`config.mk`:
```
export PLATFORM = sky130hd
export DESIGN_NAME = axi_rd_outstanding_limiter
export DESIGN_NICKNAME = d
export VERILOG_FILES = /design/src/rtl/axi_rd_outstanding_limiter.sv
export SDC_FILE = /design/constraint.sdc
export NUM_CORES = 1
export LEC_CHECK = 0
export CAP_MARGIN = 20
export CORE_MARGIN = 4
export CORE_UTILIZATION = 39
export DETAILED_ROUTE_END_ITERATION = 6
export PLACE_DENSITY = 0.76
export SLEW_MARGIN = 10
export SYNTH_ARGS = -nofsm -noshare
export SYNTH_HDL_FRONTEND = slang
export SYNTH_SLANG_ARGS = --single-unit
```
`constraint.sdc`:
```
create_clock -name clk -period 3.85 [get_ports clk]
set_input_delay 0.77 -clock clk [delete_from_list [all_inputs] [get_ports clk]]
set_output_delay 0.77 -clock clk [all_outputs]
set_load 0.01 [all_outputs]
```
`src/rtl/axi_rd_outstanding_limiter.sv`:
```
// axi_rd_outstanding_limiter
//
// Read-channel stage between the prefetcher's memory-side AXI master and the
// DRAM slave. AR requests pass through one register slice (bypass-on-drain)
// and are only accepted while fewer than 2**LOG_MAX_OUTSTANDING bursts are in
// flight. R beats are wired straight through. Every returned burst is checked
// against the length recorded when its AR was accepted, and protocol
// violations are latched in a sticky error code.
//
// Ports
//   clk, resetN          clock, asynchronous active-low reset
//   en                   0 blocks new ARs; R keeps draining
//   s_ar_*               AR from the prefetcher (valid/ready/addr/len/id)
//   m_ar_*               registered AR towards DRAM
//   m_r_*                R from DRAM (valid/ready/data/last/id)
//   s_r_*                R towards the prefetcher (combinational copy)
//   outstandingCnt       bursts accepted and not yet completed
//   errorCode            sticky: [0] early last, [1] missing last,
//                        [2] R beat with nothing outstanding
module axi_rd_outstanding_limiter #(
   parameter int ADDR_BITS            = 64,
   parameter int BURST_LEN_WIDTH      = 8,
   parameter int TID_WIDTH            = 6,
   parameter int LOG_BLOCK_DATA_BYTES = 3,
   parameter int LOG_MAX_OUTSTANDING  = 2
) (
   input  logic                                   clk,
   input  logic                                   resetN,
   input  logic                                   en,
   // AR from prefetcher
   input  logic                                   s_ar_valid,
   output logic                                   s_ar_ready,
   input  logic [ADDR_BITS-1:0]                   s_ar_addr,
   input  logic [BURST_LEN_WIDTH-1:0]             s_ar_len,
   input  logic [TID_WIDTH-1:0]                   s_ar_id,
   // AR to DRAM
   output logic                                   m_ar_valid,
   input  logic                                   m_ar_ready,
   output logic [ADDR_BITS-1:0]                   m_ar_addr,
   output logic [BURST_LEN_WIDTH-1:0]             m_ar_len,
   output logic [TID_WIDTH-1:0]                   m_ar_id,
   // R from DRAM
   input  logic                                   m_r_valid,
   output logic                                   m_r_ready,
   input  logic [(8<<LOG_BLOCK_DATA_BYTES)-1:0]   m_r_data,
   input  logic                                   m_r_last,
   input  logic [TID_WIDTH-1:0]                   m_r_id,
   // R to prefetcher
   output logic                                   s_r_valid,
   input  logic                                   s_r_ready,
   output logic [(8<<LOG_BLOCK_DATA_BYTES)-1:0]   s_r_data,
   output logic                                   s_r_last,
   output logic [TID_WIDTH-1:0]                   s_r_id,
   // status
   output logic [LOG_MAX_OUTSTANDING:0]           outstandingCnt,
   output logic [2:0]                             errorCode
);

   localparam int CNT_W   = LOG_MAX_OUTSTANDING + 1;
   localparam int PTR_W   = LOG_MAX_OUTSTANDING;
   localparam int MAX_OUT = 1 << LOG_MAX_OUTSTANDING;
   localparam logic [CNT_W-1:0] MAX_CNT = CNT_W'(MAX_OUT);

   // Holds ready low during reset and releases it on the first edge after.
   logic                       rst_done_reg;

   logic                       slice_full_reg, slice_full_next;
   logic [ADDR_BITS-1:0]       ar_addr_reg;
   logic [BURST_LEN_WIDTH-1:0] ar_len_reg;
   logic [TID_WIDTH-1:0]       ar_id_reg;

   logic [CNT_W-1:0]           out_cnt_reg, out_cnt_next;
   logic [BURST_LEN_WIDTH-1:0] beat_cnt_reg, beat_cnt_next;
   logic [PTR_W-1:0]           wr_ptr_reg, wr_ptr_next;
   logic [PTR_W-1:0]           rd_ptr_reg, rd_ptr_next;
   logic [2:0]                 err_reg, err_next;

   // Burst lengths in acceptance order; DRAM answers in order so the head
   // always describes the burst currently returning.
   logic [BURST_LEN_WIDTH-1:0] len_fifo [MAX_OUT];

   logic                       ar_hs, mar_hs, r_hs;
   logic                       fifo_empty, pop;
   logic [BURST_LEN_WIDTH-1:0] head_len;

   // ---------------------------------------------------------------- R path
   assign s_r_valid = m_r_valid;
   assign s_r_data  = m_r_data;
   assign s_r_last  = m_r_last;
   assign s_r_id    = m_r_id;
   assign m_r_ready = s_r_ready;

   // -------------------------------------------------------------- AR path
   assign s_ar_ready = rst_done_reg && en && (out_cnt_reg < MAX_CNT)
                       && (!slice_full_reg || m_ar_ready);
   assign ar_hs      = s_ar_valid && s_ar_ready;
   assign mar_hs     = slice_full_reg && m_ar_ready;
   assign r_hs       = m_r_valid && s_r_ready;

   assign m_ar_valid     = slice_full_reg;
   assign m_ar_addr      = ar_addr_reg;
   assign m_ar_len       = ar_len_reg;
   assign m_ar_id        = ar_id_reg;
   assign outstandingCnt = out_cnt_reg;
   assign errorCode      = err_reg;

   // The FIFO occupancy always equals the outstanding count: both move on
   // the same push (AR accept) and pop (burst completion) events.
   assign fifo_empty = (out_cnt_reg == '0);
   assign head_len   = len_fifo[rd_ptr_reg];

   // ------------------------------------------------------- beat checker
   always_comb begin
      pop           = 1'b0;
      beat_cnt_next = beat_cnt_reg;
      err_next      = err_reg;
      if (r_hs) begin
         if (fifo_empty) begin
            err_next[2] = 1'b1;
         end else if (m_r_last && (beat_cnt_reg < head_len)) begin
            err_next[0] = 1'b1;
            pop         = 1'b1;
         end else if (!m_r_last && (beat_cnt_reg == head_len)) begin
            // Burst considered complete even without last.
            err_next[1] = 1'b1;
            pop         = 1'b1;
         end else if (m_r_last) begin
            pop = 1'b1;
         end else begin
            beat_cnt_next = beat_cnt_reg + BURST_LEN_WIDTH'(1);
         end
         if (pop) begin
            beat_cnt_next = '0;
         end
      end
   end

   always_comb begin
      out_cnt_next = out_cnt_reg;
      case ({ar_hs, pop})
         2'b10:   out_cnt_next = out_cnt_reg + CNT_W'(1);
         2'b01:   out_cnt_next = out_cnt_reg - CNT_W'(1);
         default: out_cnt_next = out_cnt_reg;
      endcase
      wr_ptr_next     = ar_hs ? (wr_ptr_reg + PTR_W'(1)) : wr_ptr_reg;
      rd_ptr_next     = pop   ? (rd_ptr_reg + PTR_W'(1)) : rd_ptr_reg;
      // A load wins over a drain in the same cycle (bypass-on-drain).
      slice_full_next = ar_hs ? 1'b1 : (mar_hs ? 1'b0 : slice_full_reg);
   end

   // ------------------------------------------------------------ registers
   always_ff @(posedge clk or negedge resetN) begin
      if (!resetN) begin
         rst_done_reg   <= 1'b0;
         slice_full_reg <= 1'b0;
         ar_addr_reg    <= '0;
         ar_len_reg     <= '0;
         ar_id_reg      <= '0;
         out_cnt_reg    <= '0;
         beat_cnt_reg   <= '0;
         wr_ptr_reg     <= '0;
         rd_ptr_reg     <= '0;
         err_reg        <= '0;
      end else begin
         rst_done_reg   <= 1'b1;
         slice_full_reg <= slice_full_next;
         if (ar_hs) begin
            ar_addr_reg <= s_ar_addr;
            ar_len_reg  <= s_ar_len;
            ar_id_reg   <= s_ar_id;
         end
         out_cnt_reg    <= out_cnt_next;
         beat_cnt_reg   <= beat_cnt_next;
         wr_ptr_reg     <= wr_ptr_next;
         rd_ptr_reg     <= rd_ptr_next;
         err_reg        <= err_next;
      end
   end

   // Length storage carries no reset: entries are only read once written.
   always_ff @(posedge clk) begin
      if (ar_hs) begin
         len_fifo[wr_ptr_reg] <= s_ar_len;
      end
   end

endmodule

```
==> results.md <==
| Metric | Reported |
| --- | --- |
| Result of the run | complete, no violations |
| Critical Path Sink Type | flop |
| Max-slew violation count | 0 |
| Maximum number of pins on one net before global-route repair | 82 |
| Overall die width | 130 microns |
| Post-route DRC violation count | 0 |
| Std cell rows | 44 |
| Max transition margin | 32.1% |
| Unrepaired setup endpoints after global routing | false |
| H-tree depth | 4 |
| Routed length per placed instance | 20.9 microns |
| Chip height | 130 microns |
| Antenna violations before repair | 0 |
| Placed standard-cell area | 7180 sq um |
| Number of iterations in the first detailed-routing pass | 4 |
| GR Overflow Total | 0 |
| # fillers | 1,164 |
| Drt initial violations | 119 |
| Post-route clock skew | 0.00617 ns |
| Fraction of the cycle the final worst path needs | 89.4% |
| Number of instances in the placed design | 676 |
| CORE AREA | 14,600 sq um |
| Final hold violation count | 0 |
| TritonCTS clock tree | yes |
| Timing-limited maximum frequency | 291 MHz |
| Final hold slack | 0.385 ns |
| Leak pwr | 3.20 nW |
| Critical Path AT | 3.77 ns |
| Antenna diodes | 0 |
| EDFF count, synth | 32 |
| Fraction of registers with async set/reset | 75.4% |
| Cell count after synthesis | 399 |
| Gpl congestion | 0.805 |
| Worst setup SP type | flop |
| Count of state elements after synthesis | 130 |
| Measured slew at the worst slew-check pin | 1.02 ns |
| Number of setup buffers added after CTS | 0 |
| Floorplan die area | 17,000 sq um |
| Total power draw | 5.93 mW |
| Boundary pin count | 315 |
| Kind of critical path | reg2reg |
| Number of warnings issued by yosys | 0 |
| Syn Nets | 570 |
| Capture point of the worst reg-to-reg path | outstandingCnt[2]$_DFFE_PN0P_ |
| Clock-pin slew of the registers on the worst-case setup and hold paths | 0.05 ns |
| Netlist area before placement | 5840 sq um |
| Clock insertion delay at the later pin of the skew report | 0.41 ns |
| Placed wire-length estimate | 11,300 microns |
| Total of buffers placed on input and output ports | 174 |
| Launch instance of the worst register-to-register path | rd_ptr_reg[0]$_DFFE_PN0P_ |
| Req. time, crit path | 4.18 ns |
| Number of global-route vias before repair | 3,939 |
| Aggregate negative setup slack | 0 ns |
| Flip-flop count of the largest register, all copies and words added | 64 |
| Wire length of the first global-routing pass | 22,500 microns |
| Clock root buffer master | sky130_fd_sc_hd__clkbuf_16 |
| Layout cells sized above 1 | 23.9% |
| Top cell type's share of synthesized area | 42.0% |
| Number of nets in the layout | 682 |
| Sequential-to-total area share from yosys stat | 58.5% |
| Combined global-route utilization of all metal layers | 17.9% |
| Cell type with the largest total area after synthesis | sky130_fd_sc_hd__dfrtp_1 |
| Post-detailed-route via-to-cell ratio | 4.87 |
| Library cells used by synthesis | 40 |
| Synth Flop Type | sky130_fd_sc_hd__dfrtp_1 |
| Reg2Reg Setup Slack | 0.41 ns |
| CTS sink cnt | 130 |
| Final period demand of the worst path | 3.44 ns |
| Length in cells of the worst reg-to-reg path | 11 |
| Final antenna-violating net count | 0 |
| Starting density of the core | 40.0% |
| Final setup fails | 0 |
| Mean area per synthesized cell | 14.6 sq um |
| Maximum resistive drop on vdd | 461 uV |
| Worst hold-check path type | in2async |
| Power density relative to cell area | 761 nW/um^2 |
| Design area | 7790 sq um |
| Total Wirelength | 14,800 microns |
| Area growth from synthesis to layout | 33.4% |
| Non-filler instance count after layout | 707 |
| Number of maximum-capacitance constraint violations | 0 |
| Main area contributors after synthesis | sky130_fd_sc_hd__dfrtp_1 42%, sky130_fd_sc_hd__edfxtp_1 16%, sky130_fd_sc_hd__mux2_2 15%, sky130_fd_sc_hd__buf_4 9.4%, sky130_fd_sc_hd__mux4_2 3.1% |
| Via count | 3,445 |
| TritonCTS Buffers | 17 |
| Crit path max fanout | 10 |
| Maximum number of buffers from clock root to sink | 2 |
## metrics by stage
step | setup slack, ns | util (%)
2_1_floorplan | 0.757 | -
3_3_place_gp | 0.405 | 49.2
3_5_place_dp | 0.268 | 49.2
4_1_cts | 0.266 | 53.4
5_1_grt | 0.143 | 53.4
6_report | 0.409 | 53.4
## power breakdown
group | leakage, nW | internal [mW] | switching [mW]
clock | 0.300 | 1.07 | 0.554
combinational | 1.45 | 1.30 | 0.773
sequential | 1.45 | 1.90 | 0.329
total | 3.20 | 4.27 | 1.66
## worst max-delay path: stages (launching register included)
cell and delay [ns]:
sky130_fd_sc_hd__dfrtp_2 0.54, sky130_fd_sc_hd__mux4_2 0.54, sky130_fd_sc_hd__ha_1 0.30, sky130_fd_sc_hd__nand4_1 0.12
sky130_fd_sc_hd__o21bai_1 0.44, sky130_fd_sc_hd__and2_1 0.32, sky130_fd_sc_hd__ha_1 0.22, sky130_fd_sc_hd__inv_1 0.06
sky130_fd_sc_hd__fa_1 0.37, sky130_fd_sc_hd__xor2_1 0.15, sky130_fd_sc_hd__nor2_1 0.14, sky130_fd_sc_hd__xor2_1 0.16
## worst max-delay path by stage
stage / from / endpoint / slack (ns)
after floorplan: rd_ptr_reg[0]$_DFFE_PN0P_ / outstandingCnt[2]$_DFFE_PN0P_ / 0.76
after global placement: rd_ptr_reg[0]$_DFFE_PN0P_ / outstandingCnt[2]$_DFFE_PN0P_ / 0.41
after detailed placement: rd_ptr_reg[0]$_DFFE_PN0P_ / outstandingCnt[2]$_DFFE_PN0P_ / 0.27
after CTS: rd_ptr_reg[0]$_DFFE_PN0P_ / outstandingCnt[2]$_DFFE_PN0P_ / 0.27
after global routing: rd_ptr_reg[0]$_DFFE_PN0P_ / outstandingCnt[2]$_DFFE_PN0P_ / 0.14
final: rd_ptr_reg[0]$_DFFE_PN0P_ / outstandingCnt[2]$_DFFE_PN0P_ / 0.41
## routing by layer
layer	routed length [microns]	track usage [%]
met3	1960	10.2
met5	0	0
met2	7490	30.2
met1	4790	17.6
met4	525	8.89
## cell usage after synthesis, types with 2 or more instances
| cell | count |
|---|---|
| sky130_fd_sc_hd__a21o_1 | 2 |
| sky130_fd_sc_hd__a21oi_1 | 3 |
| sky130_fd_sc_hd__a31o_2 | 2 |
| sky130_fd_sc_hd__and2_1 | 2 |
| sky130_fd_sc_hd__and3_1 | 6 |
| sky130_fd_sc_hd__buf_2 | 2 |
| sky130_fd_sc_hd__buf_4 | 73 |
| sky130_fd_sc_hd__buf_6 | 8 |
| sky130_fd_sc_hd__dfrtp_1 | 98 |
| sky130_fd_sc_hd__edfxtp_1 | 32 |
| sky130_fd_sc_hd__ha_1 | 14 |
| sky130_fd_sc_hd__inv_1 | 14 |
| sky130_fd_sc_hd__mux2_2 | 79 |
| sky130_fd_sc_hd__mux4_2 | 8 |
| sky130_fd_sc_hd__nand2_1 | 9 |
| sky130_fd_sc_hd__nand2b_1 | 2 |
| sky130_fd_sc_hd__nand3_1 | 3 |
| sky130_fd_sc_hd__nand4_1 | 3 |
| sky130_fd_sc_hd__nor2_1 | 4 |
| sky130_fd_sc_hd__nor2b_1 | 3 |
| sky130_fd_sc_hd__o211ai_1 | 2 |
| sky130_fd_sc_hd__o21ai_0 | 5 |
| sky130_fd_sc_hd__xnor2_1 | 2 |
| sky130_fd_sc_hd__xor2_1 | 7 |
## layout by cell type (no fill, tap or decap), types with 4 or more instances in the layout
master	count
sky130_fd_sc_hd__nand2_1	9
sky130_fd_sc_hd__buf_4	4
sky130_fd_sc_hd__nor2_1	4
sky130_fd_sc_hd__clkbuf_16	19
sky130_fd_sc_hd__mux4_2	8
sky130_fd_sc_hd__o21ai_0	5
sky130_fd_sc_hd__and3_1	6
sky130_fd_sc_hd__inv_1	14
sky130_fd_sc_hd__dfrtp_1	97
sky130_fd_sc_hd__clkbuf_8	6
sky130_fd_sc_hd__clkbuf_1	4
sky130_fd_sc_hd__ha_1	14
sky130_fd_sc_hd__xor2_1	7
sky130_fd_sc_hd__clkdlybuf4s50_1	173
sky130_fd_sc_hd__mux2_2	79
sky130_fd_sc_hd__edfxtp_1	32
## layout make-up
class / count / area [sq um] / share of cell area (%)
Clock buffer: 29 / 573 / 7.36
Clock inverter: 2 / 35.0 / 0.450
Inverter: 14 / 52.6 / 0.675
Multi-Input combinational cell: 171 / 1720 / 22.1
Sequential cell: 130 / 3410 / 43.9
Tap cell: 184 / 230 / 2.96
Timing Repair Buffer: 177 / 1760 / 22.6
## repair_timing
item	CTS	global route
hold buffers	0	0
endpoints found under the hold margin	0	0
setup endpoints to repair	0	1
resized for setup	0	1
## logic make-up after synthesis
family	Yosys count	share of synthesized area, %
and+or+nand+nor	40	3.99
other	1	0.0642
DFF	130	58.5
AOI/OAI and AO/OA	19	2.38
buffers and inverters	98	12.1
muxes	87	18.3
adders and majority gates	15	3.34
xor gates and xnor gates	9	1.35
Power figures use the tool's default switching activity.
